## src/rtl/pow2_arb_pkg.sv

```systemverilog
// Shared types and constants for the pow2 LUT arbiter slice.
// Holds the fraction widths, the requester-index width helper, and the
// pipeline entry layout used by both pipeline stages.
package pow2_arb_pkg;

    localparam int LOG_FRAC_BITS = 4;
    localparam int LIN_FRAC_BITS = 5;
    localparam int DEF_TAG_BITS  = 8;
    localparam int MAX_REQ       = 16;
    localparam int MAX_ID_BITS   = 4;

    // Index width for n requesters; never narrower than one bit.
    function automatic int id_bits_f(input int n);
        return (n <= 1) ? 1 : $clog2(n);
    endfunction

    // Stage 1 keeps the log fraction in the low bits of 'data'.
    // Stage 2 keeps the linear fraction in 'data'.
    typedef struct packed {
        logic [MAX_ID_BITS-1:0]   id;
        logic [DEF_TAG_BITS-1:0]  tag;
        logic [LIN_FRAC_BITS-1:0] data;
    } pipe_entry_t;

endpackage

```

## src/rtl/pow2_lut_arbiter_if.sv

```systemverilog
// Request/response bundle between the PE lanes and the shared pow2 LUT.
// 'master' is the requester/consumer side, and 'slave' is the arbiter.
interface pow2_lut_arbiter_if #(
    parameter int NUM_REQ  = 4,
    parameter int TAG_BITS = 8
);
    localparam int ID_BITS = pow2_arb_pkg::id_bits_f(NUM_REQ);

    logic [NUM_REQ-1:0]                                  req_valid;
    logic [NUM_REQ-1:0]                                  req_ready;
    logic [NUM_REQ-1:0][pow2_arb_pkg::LOG_FRAC_BITS-1:0] req_frac;
    logic [NUM_REQ-1:0][TAG_BITS-1:0]                    req_tag;
    logic                                                resp_valid;
    logic                                                resp_ready;
    logic [ID_BITS-1:0]                                  resp_id;
    logic [pow2_arb_pkg::LIN_FRAC_BITS-1:0]              resp_lin;
    logic [TAG_BITS-1:0]                                 resp_tag;

    modport master (
        output req_valid, req_frac, req_tag, resp_ready,
        input  req_ready, resp_valid, resp_id, resp_lin, resp_tag
    );

    modport slave (
        input  req_valid, req_frac, req_tag, resp_ready,
        output req_ready, resp_valid, resp_id, resp_lin, resp_tag
    );

endinterface

```

## src/rtl/Pow2LUT_4x5.sv

```systemverilog
// Combinational 4-bit log fraction to 5-bit linear fraction table.
// Output approximates 32 * (2^(frac/16) - 1).
module Pow2LUT_4x5 (
    input  logic [3:0] frac,
    output logic [4:0] lin
);

    // Table lookup.
    always_comb begin
        // NOTE: a default arm assigns 'lin' on every path, so no latch is inferred.
        unique case (frac)
            4'd0:    lin = 5'b00000;
            4'd1:    lin = 5'b00001;
            4'd2:    lin = 5'b00011;
            4'd3:    lin = 5'b00100;
            4'd4:    lin = 5'b00110;
            4'd5:    lin = 5'b01000;
            4'd6:    lin = 5'b01001;
            4'd7:    lin = 5'b01011;
            4'd8:    lin = 5'b01101;
            4'd9:    lin = 5'b01111;
            4'd10:   lin = 5'b10001;
            4'd11:   lin = 5'b10100;
            4'd12:   lin = 5'b10110;
            4'd13:   lin = 5'b11000;
            4'd14:   lin = 5'b11011;
            default: lin = 5'b11101;
        endcase
    end

endmodule

```

## src/rtl/rr_arbiter.sv

```systemverilog
// Round-robin arbiter with a rotating priority pointer.
// The search starts at the pointer and wraps around.
// After a grant, the pointer moves to the slot just past the winner.
// The grant is forced to zero while 'en' is low.
module rr_arbiter #(
    parameter  int NUM_REQ = 4,
    localparam int IDW     = pow2_arb_pkg::id_bits_f(NUM_REQ)
) (
    input  logic               clock,
    input  logic               reset,
    input  logic [NUM_REQ-1:0] req,
    input  logic               en,
    output logic [NUM_REQ-1:0] grant,
    output logic [IDW-1:0]     grant_idx
);

    logic [IDW-1:0] ptr;
    logic           found;

    // Pick the first request at or above the pointer, then wrap to below it.
    always_comb begin
        grant     = '0;
        grant_idx = '0;
        found     = 1'b0;
        if (en) begin
            for (int pass = 0; pass < 2; pass++) begin
                for (int i = 0; i < NUM_REQ; i++) begin
                    if (!found && req[i] && ((pass == 0) == (i >= int'(ptr)))) begin
                        found     = 1'b1;
                        grant[i]  = 1'b1;
                        grant_idx = IDW'(i);
                    end
                end
            end
        end
    end

    // Advance the pointer past the winner; hold it when nothing is granted.
    always_ff @(posedge clock or posedge reset) begin
        // NOTE: clocked state uses non-blocking assignments, so every flop samples pre-edge values.
        if (reset) begin
            ptr <= '0;
        end else if (found) begin
            ptr <= (grant_idx == IDW'(NUM_REQ - 1)) ? '0 : grant_idx + 1'b1;
        end
    end

endmodule

```

## src/rtl/pow2_lut_arbiter.sv

```systemverilog
// Shares one Pow2LUT_4x5 between NUM_REQ requesters.
// Round-robin grant feeds a 2-stage pipeline (s1: accepted request,
// s2: LUT result), which drives a single tagged response stream.
// Optional: define POW2_ARB_PERF_EN to add per-requester grant counters and
// a response stall-cycle counter.
module pow2_lut_arbiter
    import pow2_arb_pkg::*;
#(
    parameter int NUM_REQ  = 4,
    parameter int TAG_BITS = 8
) (
    input  logic                 clock,
    input  logic                 reset,
    pow2_lut_arbiter_if.slave    bus
`ifdef POW2_ARB_PERF_EN
    ,
    output logic [31:0]          perf_grant_cnt [NUM_REQ],
    output logic [31:0]          perf_stall_cnt
`endif
);

    localparam int ID_BITS = id_bits_f(NUM_REQ);

    if (NUM_REQ < 1 || NUM_REQ > MAX_REQ || TAG_BITS > DEF_TAG_BITS || TAG_BITS < 1) begin : g_param_check
        $error("pow2_lut_arbiter: NUM_REQ must be 1..16 and TAG_BITS 1..8");
    end

    logic                     s1_valid;
    logic                     s2_valid;
    pipe_entry_t              s1_q;
    pipe_entry_t              s2_q;
    logic                     s1_en;
    logic                     s2_en;
    logic                     accept;
    logic [NUM_REQ-1:0]       grant;
    logic [ID_BITS-1:0]       grant_idx;
    logic [LOG_FRAC_BITS-1:0] sel_frac;
    logic [TAG_BITS-1:0]      sel_tag;
    logic [LIN_FRAC_BITS-1:0] lut_lin;

    assign s2_en  = !s2_valid || bus.resp_ready;
    assign s1_en  = !s1_valid || s2_en;
    assign accept = |grant;

    rr_arbiter #(.NUM_REQ(NUM_REQ)) u_rr (
        .clock     (clock),
        .reset     (reset),
        .req       (bus.req_valid),
        .en        (s1_en && !reset),
        .grant     (grant),
        .grant_idx (grant_idx)
    );

    assign bus.req_ready = grant;

    // One-hot mux of the granted requester's payload.
    always_comb begin
        sel_frac = '0;
        sel_tag  = '0;
        for (int i = 0; i < NUM_REQ; i++) begin
            if (grant[i]) begin
                sel_frac = bus.req_frac[i];
                sel_tag  = bus.req_tag[i];
            end
        end
    end

    Pow2LUT_4x5 u_lut (
        .frac (LOG_FRAC_BITS'(s1_q.data)),
        .lin  (lut_lin)
    );

    // Pipeline registers: s1 takes the accepted request, s2 takes the LUT result.
    always_ff @(posedge clock or posedge reset) begin
        if (reset) begin
            // NOTE: payload registers are reset as well, so resp_* read zero after reset.
            s1_valid <= 1'b0;
            s2_valid <= 1'b0;
            s1_q     <= '0;
            s2_q     <= '0;
        end else begin
            if (s1_en) begin
                s1_valid <= accept;
                if (accept) begin
                    s1_q.data <= LIN_FRAC_BITS'(sel_frac);
                    s1_q.tag  <= DEF_TAG_BITS'(sel_tag);
                    s1_q.id   <= MAX_ID_BITS'(grant_idx);
                end
            end
            if (s2_en) begin
                s2_valid  <= s1_valid;
                s2_q.data <= lut_lin;
                s2_q.tag  <= s1_q.tag;
                s2_q.id   <= s1_q.id;
            end
        end
    end

    assign bus.resp_valid = s2_valid;
    assign bus.resp_lin   = s2_q.data;
    assign bus.resp_tag   = TAG_BITS'(s2_q.tag);
    assign bus.resp_id    = ID_BITS'(s2_q.id);

`ifdef POW2_ARB_PERF_EN
    // Count accepts per requester and cycles where a response is held off.
    always_ff @(posedge clock or posedge reset) begin
        if (reset) begin
            for (int i = 0; i < NUM_REQ; i++) perf_grant_cnt[i] <= '0;
            perf_stall_cnt <= '0;
        end else begin
            for (int i = 0; i < NUM_REQ; i++) begin
                if (grant[i]) perf_grant_cnt[i] <= perf_grant_cnt[i] + 32'd1;
            end
            if (s2_valid && !bus.resp_ready) perf_stall_cnt <= perf_stall_cnt + 32'd1;
        end
    end
`endif

endmodule

```

## src/flat_wrapper.sv

```systemverilog
// flat-port wrapper written by rule: the top's interface ports become plain ports
module pow2_lut_arbiter_flat import pow2_arb_pkg::*;
#(
    parameter int NUM_REQ  = 4,
    parameter int TAG_BITS = 8
)
  (clock, reset, bus_req_valid, bus_req_frac, bus_req_tag, bus_resp_ready, bus_req_ready, bus_resp_valid, bus_resp_id, bus_resp_lin, bus_resp_tag);
  pow2_lut_arbiter_if #(.NUM_REQ(NUM_REQ), .TAG_BITS(TAG_BITS)) bus_i ();
  input  logic clock;
  input  logic reset;
  input wire logic [$bits(bus_i.req_valid)-1:0] bus_req_valid;
  input wire logic [$bits(bus_i.req_frac)-1:0] bus_req_frac;
  input wire logic [$bits(bus_i.req_tag)-1:0] bus_req_tag;
  input wire logic [$bits(bus_i.resp_ready)-1:0] bus_resp_ready;
  output wire logic [$bits(bus_i.req_ready)-1:0] bus_req_ready;
  output wire logic [$bits(bus_i.resp_valid)-1:0] bus_resp_valid;
  output wire logic [$bits(bus_i.resp_id)-1:0] bus_resp_id;
  output wire logic [$bits(bus_i.resp_lin)-1:0] bus_resp_lin;
  output wire logic [$bits(bus_i.resp_tag)-1:0] bus_resp_tag;
  assign bus_i.req_valid = bus_req_valid;
  assign bus_i.req_frac = bus_req_frac;
  assign bus_i.req_tag = bus_req_tag;
  assign bus_i.resp_ready = bus_resp_ready;
  assign bus_req_ready = bus_i.req_ready;
  assign bus_resp_valid = bus_i.resp_valid;
  assign bus_resp_id = bus_i.resp_id;
  assign bus_resp_lin = bus_i.resp_lin;
  assign bus_resp_tag = bus_i.resp_tag;
  pow2_lut_arbiter #(.NUM_REQ(NUM_REQ), .TAG_BITS(TAG_BITS)) u_core (.clock(clock), .reset(reset), .bus(bus_i));
endmodule
```

## config.mk

```make
export PLATFORM = sky130hd
export DESIGN_NAME = pow2_lut_arbiter_flat
export DESIGN_NICKNAME = d
export VERILOG_FILES = /design/src/rtl/pow2_arb_pkg.sv /design/src/rtl/pow2_lut_arbiter_if.sv /design/src/rtl/Pow2LUT_4x5.sv /design/src/rtl/rr_arbiter.sv /design/src/rtl/pow2_lut_arbiter.sv /design/src/flat_wrapper.sv
export SDC_FILE = /design/constraint.sdc
export NUM_CORES = 1
export LEC_CHECK = 0
export BUFFER_PORTS_ARGS = -buffer_cell sky130_fd_sc_hd__clkbuf_2
export CORE_UTILIZATION = 49
export CTS_BUF_LIST = sky130_fd_sc_hd__clkbuf_4 sky130_fd_sc_hd__clkbuf_8
export CTS_CLUSTER_SIZE = 8
export DETAILED_ROUTE_END_ITERATION = 10
export HOLD_SLACK_MARGIN = 0.15
export PLACE_DENSITY_LB_ADDON = 0.2
export SLEW_MARGIN = 20
export SYNTH_ARGS = -nofsm -noshare
export SYNTH_HDL_FRONTEND = slang
export SYNTH_SLANG_ARGS = --single-unit
```

## constraint.sdc

```tcl
create_clock -name clock -period 2.25 [get_ports clock]
set_clock_uncertainty 0.2 [all_clocks]
set_input_delay 0.225 -clock clock [delete_from_list [all_inputs] [get_ports clock]]
set_output_delay 0.225 -clock clock [all_outputs]
set_load 0.01 [all_outputs]
```

Word-level counts from Yosys, hierarchy flattened
Memory sizes are Yosys's and may differ from the RTL's. A register that Yosys moved wholly into a read port is not among the register bits.
Index checks and enable logic that the tools add are counted.
- add/sub/neg operators: 1
- order comparisons: 3
- equality and inequality tests: 1
- mux-type cells: 37
- bitwise gates (word level): 3
- reductions and logical operators: 26
- operators with widths (kind ; number):
    8-bit two-way mux ; 4
    1-bit two-way mux ; 21
    4-bit two-way mux ; 5
    2-bit two-way mux ; 7
    1-bit logical AND ; 13
    1-bit zero test ; 9
    1-bit by 2-bit >= comparator with 1-bit output, first input constant ; 2
    4-bit OR reduction ; 1
    1-bit NOT ; 3
    2-bit by 1-bit adder with 2-bit output, second input constant ; 1
    2-bit == test, second input constant ; 1
    2-bit >= comparator, first input constant ; 1
    1-bit logical OR ; 2
    2-bit AND reduction ; 1
- register bits: 28
- memory bits (read-only): 80
- input port bits: 55
- memories: 1
- memories (memory ; words ; width ; rd ports ; clocked after Yosys merged registers in ; write ports ; line ; source):
    (name not given) ; 16 ; 5 ; 1 ; 1 ; 0 ; Pow2LUT_4x5.sv:11 ; unique case (frac)

Depth between registers and ports, before layout
- depth in word-level cells: 38
- mapped depth: 7
- depth with buffers taken out: 6

Hierarchy
From an unflattened synthesis, not the netlist that was laid out.
- cell total of the unflattened synthesis: 188
- area total of the unflattened synthesis: 2083.2 µm²
- modules (own cells, without submodules) (module ; times used ; cells each ; area an instance (µm²)):
    pow2_lut_arbiter ; 1 ; 122 ; 1516.5
    rr_arbiter ; 1 ; 45 ; 365.4
    Pow2LUT_4x5 ; 1 ; 21 ; 201.4

Worst setup path before layout
OpenSTA, ideal clock, no wires.
- kind: register to register
- start point: register u_core.s1_q[1] (netlist name)
- end point: register u_core.bus.resp_lin[1] (netlist name)
- library setup time: 0.125 ns
- data arrival time: 1.531 ns
- data required time: 1.925 ns
- setup slack: 0.394 ns
- cell stages (with the launch flop): 6
- period minus slack after synthesis: 1.856 ns
- path through: dfrtp_1 > inv_1 > ha_1 > inv_1 > mux4_2 > mux2_2
- RTL lines (item ; line ; source):
    from (decl) ; pow2_lut_arbiter.sv:30 ; pipe_entry_t s1_q;

Worst setup path in the final report
- start point: register u_core.s2_valid (netlist: u_core.bus.resp_valid)
- end point: output port bus_req_ready[3]
- word-level cells in the longest chain between the ends: 5
- RTL lines (item ; line ; source):
    from (decl) ; pow2_lut_arbiter.sv:29 ; logic s2_valid;
    from (signal assigned) ; pow2_lut_arbiter.sv:91 ; s2_valid <= s1_valid;
    1-bit zero test ; pow2_lut_arbiter.sv:41 ; assign s2_en = !s2_valid || bus.resp_ready;
    1-bit logical OR ; pow2_lut_arbiter.sv:41 ;
    1-bit logical OR ; pow2_lut_arbiter.sv:42 ; assign s1_en = !s1_valid || s2_en;
    1-bit logical AND ; pow2_lut_arbiter.sv:49 ; .en (s1_en && !reset),
    4-bit two-way mux ; rr_arbiter.sv:25 ; if (en) begin
    to (decl) ; flat_wrapper.sv:15 ; output wire logic [$bits(bus_i.req_ready)-1:0] bus_req_ready;
No other way between the ends.

==> summary.md <==
• share of post-route cells with drive strength above 1: 0.374
• final routed wire length divided by cell count: 18.0 um
• areal power density over the cells: 960 nW/um2
• final weighted congestion in routability-driven placement: 0.820
• Yosys Warn Count: 0
• cells traversed along the worst timing path: nor2b_1 -> a21oi_2 -> nor3b_2 -> buf_4 -> clkbuf_2
• wire length of the first global-routing pass: 9.98 mm
• cell with the largest stage delay on the worst path: dfrtp_1
• most frequent cell after synthesis: dfrtp_1
• count of flip-flops with a built-in enable after synthesis: 0
• overall power: 2.67 mW
• initial antenna violation count: 0
• vias per inst: 5.87
• TritonCTS clock tree: built
• number of DRC violations after detailed-routing iteration 0: 118
• count of final setup violators: 0
• Sw Share: 0.371
• end of the worst hold path: u_core.s1_q[5]
• worst-path maximum fanout: 11
• initial core utilization: 0.527
• net count after synthesis: 236
• cell type with the highest aggregate area in the netlist: dfrtp_1
• synthesized area divided by synthesized cell count: 10.3 um2
• summed instance area of the synthesized netlist: 1800 um2
• count of buffers from port buffering: 74
• clock network power share: 0.185
• largest cells by area after synthesis: dfrtp_1 (46%), mux2_2 (6.9%), o31ai_1 (5.0%)
• unrepaired setup endpoints after global routing: true
• NumNets Final: 357
• number of buffers created by CTS: 5
• worst-case reg-to-reg path depth: 5
• worst hold-check path type: in2reg
• gate count of the mapped netlist: 175
• CP top delay family: simple AND/OR/NAND/NOR gates
• peak ir drop on the vdd network: 664 uV
• highest achievable clock rate: 0.450 GHz
• clock network latency to the later pin of the worst-skew pair: 340 ps
• H-tree lvl count: 2
• cell depth of the worst min-delay path: 3
• clock-pin slew on the worst setup and hold paths: 110 ps
• CP arrival: 1800 ps
• CP Class: reg2out
• Worst R2R End: u_core.s1_q[12]
• minimum clock period after layout: 2220 ps
• maximum clock path buffer count: 2
• clock sinks: 33
• Synth Flop Type: dfrtp_1
• total placed instance area: 2250 um2
• net switching power: 0.990 mW
• synthesis-stage register bit count: 33
• number of hold violations in the final report: 0
• number of nets still failing antenna checks after routing: 0
• Flop pwr share: 0.397
• top cells by count, synth: dfrtp_1 (33), nor2_1 (17), o31ai_1 (12)
• area growth from synthesis to layout: 54.3%
• clock tree root driver cell: clkbuf_4
• Boundary Pins: 75
• Worst slew margin: 0.629
• combinational cell fraction of total power: 0.419
• endpoint required time on the critical path: 1820 ps
• transition time at the pin with the least slew margin: 557 ps
• pin count of the biggest net entering global routing: 34
• aggregate routed wire length: 6.16 mm
• vias in the first global route: 2085
• top-area cell type share of the netlist area: 0.459
• static leakage: 1.37 nW
• total track usage: 0.334
• Final HPWL DP: 3.28 mm
• worst hold start: bus_req_tag[0]
• fraction of the cycle the final worst path needs: 0.989
• vertical die dimension: 62.6 um
• Die X: 62.6 um
• Async S/R FF share, synth: 1.00
• finished layout cell area: 2780 um2
• GR Overflow Total: 0
• fraction of the yosys area taken by sequential cells: 0.459
• setup slack, reg-to-reg: 150 ps
• start of the worst register-to-register path: u_core.u_rr.ptr[1]
• via count: 2012
• outcome: completed
• floorplan die area: 3920 um2
• pins over their slew limit: 0
• buffers inserted by post-CTS timing repair: 0
• length of the first detailed-routing pass in iterations: 5
• utilization after layout: 0.814
• core outline area: 3420 um2
• Maximum Capacitance Violations: 0
• post-detailed-route DRC marker count: 0
• Worst setup EP type: output pin
• cell internal power dissipation: 1.68 mW
• unique cell type count in the Yosys netlist: 33
• Largest stage delay, worst path: 400 ps
• number of inserted diodes: 0
• element type at the critical path start: register
• count of buffer and inverter cells on the critical path: 2
• Row Count: 21
## worst register-to-register path: stages, from the launching register on
cell and delay (ps):
dfrtp_2 470, nand2b_4 160, a21oi_2 220, nor2_1 100, or2_0 420, o31ai_1 420
## layout make-up
class / count / area, um2
clock buffer: 7 / 58.8
clock inverter: 1 / 30.0
fill: 207 / 637
inverter: 7 / 26.3
multi-input combinational: 123 / 906
sequential: 33 / 828
tap: 46 / 57.6
timing repair buffer: 126 / 872
## stage by stage
stage                     setup slack [ps]  hold slack [ps]  TNS, ps  instances
after CTS                             41.4              169        0        343
final                                 25.7              103        0        343
after floorplan                        394              154        0        175
after global routing                 -20.5              172    -36.9        343
after detailed placement               255              133        0        292
after global placement                 303              132        0        292
## flip-flops by register name, summed over array words and instances (netlist names)
name / cells
u_core.s1_q: 14
u_core.bus.resp_lin: 5
u_core.u_rr.ptr: 2
u_core.bus.resp_id: 2
u_core.s1_valid: 1
u_core.bus.resp_valid: 1
u_core.bus.resp_tag: 8
## per-layer routing
metal / GRT usage / vias up / routed length, um
li1: - / 891 / -
met1: 0.359 / 930 / 2180
met2: 0.577 / 147 / 3100
met3: 0.0766 / 44 / 479
met4: 0.230 / 0 / 401
met5: 0 / - / 0
## power by group through the flow
stage,clock network [mW],registers (mW),logic [mW]
4_1_cts,0.480,1.04,1.07
2_1_floorplan,0,1.04,0.640
3_3_place_gp,0,1.03,0.975
6_report,0.493,1.06,1.12
5_1_grt,0.517,1.08,1.22
3_5_place_dp,0,1.05,1.00
## worst max-delay path by stage
stage                               start                     end  slack (ps)  depth (start not counted)
floorplan                  u_core.s1_q[1]  u_core.bus.resp_lin[1]         390                          5
global placement           u_core.s1_q[1]  u_core.bus.resp_lin[1]         300                          5
detailed placement         u_core.s1_q[1]  u_core.bus.resp_lin[1]         260                          5
CTS                    u_core.u_rr.ptr[1]        bus_req_ready[2]          40                          6
global route           u_core.u_rr.ptr[1]        bus_req_ready[2]         -20                          6
finish              u_core.bus.resp_valid        bus_req_ready[3]          30                          5
## logic make-up (layout without fill, tap and decap cells)
| group | after synthesis | count (layout) | share of synthesized area |
|---|---|---|---|
| AOI/OAI and AO/OA | 60 | 60 | 0.245 |
| adders and majority gates | 6 | 6 | 0.0417 |
| buffers and inverters | 19 | 141 | 0.0424 |
| and+or+nand+nor | 43 | 43 | 0.120 |
| muxes | 14 | 14 | 0.0924 |
| DFF | 33 | 33 | 0.459 |
## repair_timing
action,4_1_cts,5_1_grt
hold buffers,43,0
resized for setup,3,2
endpoints found under the setup margin,2,2
endpoints found under the hold margin,45,0
## layout by cell type (no fill, tap or decap), types with 2 or more instances in the layout
cell type / count
ha_1: 6
o31ai_1: 12
nor2b_1: 4
dfrtp_1: 31
inv_1: 7
mux2i_1: 2
and2_1: 7
a21oi_1: 4
clkbuf_2: 74
dfrtp_2: 2
buf_4: 8
clkbuf_4: 6
o21ai_0: 6
nand2_1: 9
a22oi_1: 10
nor2_1: 17
nor3_1: 2
a211oi_1: 3
a21oi_2: 3
a2111oi_0: 2
dlygate4sd3_1: 43
o21ai_1: 2
a221oi_1: 10
mux2_2: 11
a211o_1: 3
(Power assumes the default switching activity.)
